File: src/rtl/spi_master_ctrl.sv
// SPI mode-0 burst transaction engine.
// Takes a launch request from the control register, runs n_tx_end+1 byte transfers
// using TX buffer bytes, stores the received bytes in the RX buffer, and writes
// progress/completion status back into the control register.
module spi_master_ctrl #(
    parameter int unsigned DATA_WIDTH  = 32,
    parameter int unsigned HALF_PERIOD = 2,
    parameter int unsigned ADDR_WIDTH  = 9
) (
    input  logic                  clk_i,
    input  logic                  rst_i,
    input  logic [DATA_WIDTH-1:0] ctrl_i,
    input  logic [7:0]            tx_data_i,
    output logic [ADDR_WIDTH-1:0] tx_addr_o,
    output logic [7:0]            rx_data_o,
    output logic [ADDR_WIDTH-1:0] rx_addr_o,
    output logic                  rx_wr_o,
    output logic                  ctrl_wr_o,
    output logic                  send_clear_o,
    output logic [9:0]            n_rx_end_o,
    output logic                  busy_o,
    output logic                  sclk_o,
    output logic                  cs_o,
    output logic                  mosi_o,
    input  logic                  miso_i
);

    localparam int unsigned CntW = (HALF_PERIOD > 1) ? $clog2(HALF_PERIOD) : 1;
    localparam logic [CntW-1:0] CntLast = CntW'(HALF_PERIOD - 1);

    typedef enum logic [2:0] {
        StIdle,
        StLoad,
        StFetch,
        StShift,
        StStore,
        StGap,
        StDone
    } state_e;

    state_e                state_q, state_d;
    logic [ADDR_WIDTH-1:0] idx_q, idx_d;
    logic [ADDR_WIDTH-1:0] n_tx_end_q, n_tx_end_d;
    logic                  cs_ctrl_q, cs_ctrl_d;
    logic                  all_1s_q, all_1s_d;
    logic                  all_0s_q, all_0s_d;
    logic [7:0]            tx_sr_q, tx_sr_d;
    logic [7:0]            rx_sr_q, rx_sr_d;
    logic [2:0]            bit_q, bit_d;
    logic [CntW-1:0]       cnt_q, cnt_d;
    logic                  phase_q, phase_d;

    logic [7:0]            fetch_byte;
    logic                  last_byte;
    logic                  unused_ctrl;

    // all_1s wins over all_0s; otherwise the buffer byte is sent.
    assign fetch_byte  = all_1s_q ? 8'hFF : (all_0s_q ? 8'h00 : tx_data_i);
    assign last_byte   = (idx_q == n_tx_end_q);
    assign tx_addr_o   = idx_q;
    assign rx_addr_o   = idx_q;
    assign rx_data_o   = rx_sr_q;
    // n_rx_end and reserved fields are written by this block, never read.
    assign unused_ctrl = ^ctrl_i[DATA_WIDTH-1:13];

    // State and datapath registers with synchronous active-low reset.
    always_ff @(posedge clk_i) begin
        if (!rst_i) begin
            state_q    <= StIdle;
            idx_q      <= '0;
            n_tx_end_q <= '0;
            cs_ctrl_q  <= 1'b0;
            all_1s_q   <= 1'b0;
            all_0s_q   <= 1'b0;
            tx_sr_q    <= 8'h00;
            rx_sr_q    <= 8'h00;
            bit_q      <= 3'd0;
            cnt_q      <= '0;
            phase_q    <= 1'b0;
        end else begin
            state_q    <= state_d;
            idx_q      <= idx_d;
            n_tx_end_q <= n_tx_end_d;
            cs_ctrl_q  <= cs_ctrl_d;
            all_1s_q   <= all_1s_d;
            all_0s_q   <= all_0s_d;
            tx_sr_q    <= tx_sr_d;
            rx_sr_q    <= rx_sr_d;
            bit_q      <= bit_d;
            cnt_q      <= cnt_d;
            phase_q    <= phase_d;
        end
    end

    // Next-state logic and per-state outputs.
    always_comb begin
        state_d      = state_q;
        idx_d        = idx_q;
        n_tx_end_d   = n_tx_end_q;
        cs_ctrl_d    = cs_ctrl_q;
        all_1s_d     = all_1s_q;
        all_0s_d     = all_0s_q;
        tx_sr_d      = tx_sr_q;
        rx_sr_d      = rx_sr_q;
        bit_d        = bit_q;
        cnt_d        = cnt_q;
        phase_d      = phase_q;

        sclk_o       = 1'b0;
        cs_o         = 1'b1;
        mosi_o       = 1'b0;
        busy_o       = 1'b0;
        rx_wr_o      = 1'b0;
        ctrl_wr_o    = 1'b0;
        send_clear_o = 1'b0;
        n_rx_end_o   = 10'd0;

        case (state_q)
            StIdle: begin
                // Gate on rst_i so no control write leaks out while reset is held.
                if (rst_i && ctrl_i[0]) begin
                    n_tx_end_d   = ADDR_WIDTH'(ctrl_i[12:4]);
                    cs_ctrl_d    = ctrl_i[1];
                    all_1s_d     = ctrl_i[2];
                    all_0s_d     = ctrl_i[3];
                    idx_d        = '0;
                    ctrl_wr_o    = 1'b1;
                    send_clear_o = 1'b1;
                    state_d      = StLoad;
                end
            end

            StLoad: begin
                busy_o  = 1'b1;
                // Chip select first drops at FETCH of byte 0; later bytes keep it low here.
                cs_o    = (idx_q == '0);
                state_d = StFetch;
            end

            StFetch: begin
                busy_o  = 1'b1;
                cs_o    = 1'b0;
                mosi_o  = fetch_byte[7];
                tx_sr_d = fetch_byte;
                bit_d   = 3'd0;
                cnt_d   = '0;
                phase_d = 1'b0;
                state_d = StShift;
            end

            StShift: begin
                busy_o = 1'b1;
                cs_o   = 1'b0;
                sclk_o = phase_q;
                mosi_o = tx_sr_q[7];
                // Sample on the first cycle of the high phase.
                if (phase_q && (cnt_q == '0)) begin
                    rx_sr_d = {rx_sr_q[6:0], miso_i};
                end
                if (cnt_q == CntLast) begin
                    cnt_d = '0;
                    if (!phase_q) begin
                        phase_d = 1'b1;
                    end else begin
                        phase_d = 1'b0;
                        if (bit_q == 3'd7) begin
                            state_d = StStore;
                        end else begin
                            bit_d   = bit_q + 3'd1;
                            tx_sr_d = {tx_sr_q[6:0], 1'b0};
                        end
                    end
                end else begin
                    cnt_d = cnt_q + 1'b1;
                end
            end

            StStore: begin
                busy_o       = 1'b1;
                cs_o         = 1'b0;
                rx_wr_o      = 1'b1;
                ctrl_wr_o    = 1'b1;
                n_rx_end_o   = 10'(idx_q) + 10'd1;
                send_clear_o = ~last_byte;
                cnt_d        = '0;
                if (last_byte) begin
                    state_d = StDone;
                end else begin
                    idx_d   = idx_q + 1'b1;
                    state_d = cs_ctrl_q ? StLoad : StGap;
                end
            end

            StGap: begin
                busy_o = 1'b1;
                cs_o   = 1'b1;
                if (cnt_q == CntLast) begin
                    cnt_d   = '0;
                    state_d = StLoad;
                end else begin
                    cnt_d = cnt_q + 1'b1;
                end
            end

            StDone: begin
                state_d = StIdle;
            end

            default: begin
                state_d = StIdle;
            end
        endcase
    end

endmodule

File: config.mk
export PLATFORM = sky130hd
export DESIGN_NAME = spi_master_ctrl
export DESIGN_NICKNAME = d
export VERILOG_FILES = /design/src/rtl/spi_master_ctrl.sv
export SDC_FILE = /design/constraint.sdc
export NUM_CORES = 1
export LEC_CHECK = 0
export ABC_AREA = 0
export BUFFER_PORTS_ARGS = -buffer_cell sky130_fd_sc_hd__buf_2
export CELL_PAD_IN_SITES_DETAIL_PLACEMENT = 1
export CELL_PAD_IN_SITES_GLOBAL_PLACEMENT = 2
export CORE_ASPECT_RATIO = 1.1
export CORE_MARGIN = 3
export CORE_UTILIZATION = 25
export CTS_BUF_LIST = sky130_fd_sc_hd__clkbuf_16
export DETAILED_ROUTE_END_ITERATION = 8
export HOLD_SLACK_MARGIN = 0.03
export PLACE_DENSITY = 0.77
export SYNTH_ARGS = -nofsm -noshare
export SYNTH_HDL_FRONTEND = slang
export SYNTH_SLANG_ARGS = --single-unit
File: constraint.sdc
create_clock -name clk_i -period 1.7 [get_ports clk_i]
set_input_delay 0.34 -clock clk_i [delete_from_list [all_inputs] [get_ports clk_i]]
set_output_delay 0.34 -clock clk_i [all_outputs]
set_load 0.005 [all_outputs]
## Yosys cells after proc, flatten, opt, wreduce, memory -nomap -nowiden

Index checks and enable logic that the tools add are counted.

| cells by class | value |
|---|---|
| mux-type cells | 35 |
| eq/ne operators | 14 |
| bitwise logic cells | 2 |
| $add $sub $neg | 4 |
| reductions and logical operators | 17 |

Operators with widths:

| kind | number |
|---|---|
| 8-bit two-way mux | 5 |
| 3-bit two-way mux | 10 |
| 9-bit two-way mux | 2 |
| 3-bit one-hot mux with 6 select lines | 1 |
| 9-bit one-hot mux with 2 select lines | 1 |
| 8-bit one-hot mux with 2 select lines | 1 |
| 2-bit != test (second input constant) | 7 |
| 1-bit one-hot mux with 2 select lines | 6 |
| 9-bit by 1-bit adder with 10-bit output (second input constant) | 1 |
| 10-bit two-way mux | 1 |
| 9-bit by 1-bit adder with 9-bit output (second input constant) | 1 |
| 3-bit equality test (second input constant) | 3 |
| 9-bit equality test | 1 |
| 9-bit zero test | 1 |
| 1-bit two-way mux | 7 |
| 3-bit by 2-bit equality test with 1-bit output (second input constant) | 2 |
| 3-bit one-hot mux with 2 select lines | 1 |
| 2-bit AND reduction | 3 |
| 2-bit nonzero test | 3 |
| 5-bit AND reduction | 1 |
| 5-bit OR reduction | 1 |
| 4-bit AND reduction | 1 |
| 2-bit OR reduction | 2 |
| 3-bit by 1-bit adder with 3-bit output (second input constant) | 1 |
| 7 further kinds | 9 |

| storage, ports and cells | value |
|---|---|
| input port bits | 43 |
| word-level logic and storage cells | 83 |
| flip-flop bits (word level) | 45 |

## Longest topological paths before layout

| logic depth | value |
|---|---|
| depth in word-level cells | 5 |
| depth in mapped cells | 8 |
| mapped depth without buffers | 7 |

## Least setup slack after synthesis

Ideal clock, no wire load.

| path | value |
|---|---|
| path type | reg-to-output |
| start | register idx_q[0] (netlist: rx_addr_o[0]) |
| end | output port cs_o |
| required time | 1360 ps |
| slack | -154 ps |
| path buffers | 0 |
| arrival | 1514 ps |
| stages on the path, launching flop included | 7 |
| path through | dfxtp_1 > inv_1 > ha_1 > or4b_2 > o21ai_0 > a21oi_1 > nor2_1 |

| between the ends | value |
|---|---|
| longest elaborated chain between the ends | 2 |

Ends and longest elaborated chain:

| what | RTL line | RTL |
|---|---|---|
| from (decl) | 42 | `logic [ADDR_WIDTH-1:0] idx_q, idx_d;` |
| from (signal assigned) | 82 | `idx_q <= idx_d;` |
| 9-bit zero test | 136 | `cs_o = (idx_q == '0);` |
| 1-bit one-hot mux with 2 select lines | 118 | `case (state_q)` |
| to (decl) | 23 | `output logic cs_o,` |

Every way passes these cells.

## Final worst setup path

Ends and elaborated chain as after synthesis.

==> results.cfg <==
[setup_path]
r2r_slack_ps = -210
cp-start-kind = register
cpPeakStageDelay_ps = 460
critPathRequiredTime_ps = 1360
timing.critical_path.to_type = primary output
worstPathCellList = inv_2, ha_4, or4b_4, o21ai_2, a21oi_2, nor2_1, buf_2
crit_slowest_cell = or4b_4
reg2reg_to = rx_addr_o[0]
cp_num_buf_inv = 2
worstPathArrival_ps = 1740
startpoint = rx_addr_o[0]
critPathKind = register to primary output
timing.rr.start = rx_addr_o[1]
path_max_fanout = 3
rr_worst_depth = 9
crit_family = simple AND/OR/NAND/NOR gates

[sta]
setup_slack_ps = -383
final.period_utilization_pct = 123
finClkSkew_ps = 7.77
relSlewSlack_pct = 73.4
setup_viol = 19
hold_viol_final = 0
worst-slew-pin-transition_ps = 396
final.min_clock_period_ps = 2080
final_max_slew_viol_count = 0
rsz0062_at_grt = yes
max_freq_mhz = 480
holdWs_ps = 291

[pwr]
p_sw_mw = 0.633
p_per_area_mw_per_mm2 = 626
power_mw = 2.41
vdd_drop_max_mv = 0.323
power_leakage_nw = 1.55
p_int_mw = 1.77
power_frac_comb_pct = 14.4
p_clk_share_pct = 40.0
swShare_pct = 26.3
seqPwrFrac_pct = 45.7

[synthesis]
ys_top_cells_by_area = dfxtp_1 36%, a21oi_1 5.9%, nand2_1 5.9%
synth_top_area_share_pct = 35.6
synth_nets = 360
syn_inst = 313
synth-seq-cells = 45
synth.distinct_cells = 48
seq_area_frac_synth_pct = 35.6
synth_edf_count = 0
avgSynthCellArea_sq_um = 8.08
netlist_area_sq_mm = 0.00253
ys.flop_type = dfxtp_1
synth_warnings = 0
synth_top_cell_by_area = dfxtp_1
synthArstFlopShare_pct = 0

[floorplanning]
num_rows = 37
ios = 86
die_height_microns = 111
die_w_microns = 102
initial_core_util_pct = 26.4
die-area_sq_mm = 0.0114
core_area_sq_mm = 0.00958

[routing]
first_iter_violations = 89
route.detailed.vias_per_inst = 4.78
num_vias = 2548
drc = 0
post_drt_wl_per_cell_microns = 15.9
finalWirelength_microns = 8490
antenna_left = 0
drt_pass1_iterations = 4

[outcome]
violations = negative setup slack
status = finished, violations left

[clocking]
numCtsBuffers = 5
clk_pin_slew_ps = 70
cts_buffer_depth = 2
cts_tree = built
clk_latency_ps = 290
cts-root-buf = clkbuf_16
h-tree-depth = 2
postCtsHoldBufs = 0
cts_sinks = 45

[layout]
fin_cells = 533
layout_commonest_cell = buf_2
mostFrequentLayoutCells = 66 x buf_2, 39 x buf_4, 36 x nand2_1, 32 x dfxtp_1, 23 x a21oi_1
seq_area_sq_um = 932
drive_gt1_share_pct = 51.2
multi_input_area_sq_mm = 0.00171
area_growth_pct = 52.2
fin_nets = 462
nFillCells = 1126
num_antenna_cells = 0
finalCoreUtilization_pct = 40.1

[min_path]
hold_depth = 3
worstHoldPathType = primary input to register
whs_endpoint = n_tx_end_q[7]
min-delay-start = ctrl_i[11]

[global_routing]
grt_start_max_net_pins = 39
grt_remaining_overflow = 0
track_usage_pct = 13.5
grt_pass1_vias = 2521
antenna_found_initial = 0
grt_pass1_wl_microns = 12400

[run]
cap_viol_max_count = 0

[placement]
placed_cells = 499
place_hpwl_microns = 5300
routabilityCongestion = 0.750
numPortBuffers = 66
-- sequential cells by signal, indices dropped and copies added (netlist names), 3 cells and up --
signal      count
n_tx_end_q      9
tx_sr_q         8
rx_addr_o       9
bit_q           3
state_q         3
rx_data_o       8
-- power groups by stage --
| stage | combinational (mW) | clock (mW) | sequential [mW] |
|---|---|---|---|
| 3_5_place_dp | 0.285 | 0 | 1.13 |
| 3_3_place_gp | 0.281 | 0 | 1.13 |
| 5_1_grt | 0.383 | 1.03 | 1.10 |
| 6_report | 0.346 | 0.962 | 1.10 |
| 2_1_floorplan | 0.181 | 0 | 1.12 |
| 4_1_cts | 0.314 | 0.968 | 1.10 |
-- synth_stat cells, types with 2 or more instances --
| cell | number |
|---|---|
| nand4_1 | 5 |
| nand2b_1 | 4 |
| a21boi_2 | 3 |
| a211oi_1 | 9 |
| o22ai_1 | 2 |
| and3_2 | 3 |
| dfxtp_1 | 45 |
| xnor2_1 | 12 |
| clkbuf_1 | 9 |
| or3_2 | 2 |
| o21ai_0 | 4 |
| buf_2 | 8 |
| nand2_1 | 40 |
| nor2b_1 | 20 |
| nor2_2 | 2 |
| nor3_1 | 7 |
| a21oi_1 | 30 |
| a21boi_0 | 13 |
| nor2_1 | 24 |
| ha_1 | 4 |
| inv_1 | 10 |
| nand3_1 | 7 |
| mux2i_1 | 9 |
| or3_1 | 2 |
| o21a_1 | 3 |
| buf_6 | 3 |
| buf_4 | 11 |
| nand3b_1 | 2 |
-- kinds of logic after synthesis --
logic type | share of synthesized area (%)
buffers and inverters | 9.30
AO/OA/AOI/OAI | 18.1
adder cells (fa/ha/maj) | 1.98
flip-flops | 35.6
multiplexers | 3.56
AND/OR/NAND/NOR | 26.3
XOR/XNOR | 5.15
-- worst max-delay path by stage --
stage,slack [ps],end,cells after the start
2_1_floorplan,40,send_clear_o,6
3_3_place_gp,-30,cs_o,7
3_5_place_dp,-50,cs_o,7
4_1_cts,-340,cs_o,7
5_1_grt,-480,send_clear_o,6
6_report,-380,cs_o,7
-- area by class of cell --
cell class	count	area share, %
clock buffers	5	3.25
clock inverters	3	0.390
well taps	117	3.80
inverters	11	1.07
multi-input cells	225	44.4
flip-flops and latches	45	24.2
repair buffers	127	22.8
-- tightest hold or removal path, cell delays in order --
cell	delay (ps)
buf_2	100
nand2_1	40
a21boi_0	60
-- layer usage --
metal  global-route usage (%)  share of wire (%)  up-vias  wire length [microns]
met5                        0                  0        -                      0
li1                         -                  -     1251                      -
met4                     3.76                1.6        0                    138
met3                     2.32                2.6       10                    218
met2                     23.6                 52       44                   4430
met1                     16.9                 44     1243                   3700
-- per-stage QoR --
| step | instance area (sq um) | worst slack [ps] | TNS [ps] |
|---|---|---|---|
| 2_1_floorplan | 2540 | 40.5 | 0 |
| 3_3_place_gp | 3090 | -31.9 | -31.9 |
| 3_5_place_dp | 3090 | -53.4 | -102 |
| 4_1_cts | 3500 | -340 | -2270 |
| 5_1_grt | 3850 | -475 | -5150 |
| 6_report | 3850 | -383 | -3170 |
-- timing repair --
item / in CTS / in global routing
gates resized for setup: 45 / 61
pin swaps: 20 / 28
buffers inserted: 13 / 15
endpoints found under the setup margin: 19 / 39
No activity file was read; power rests on OpenSTA's default activity.
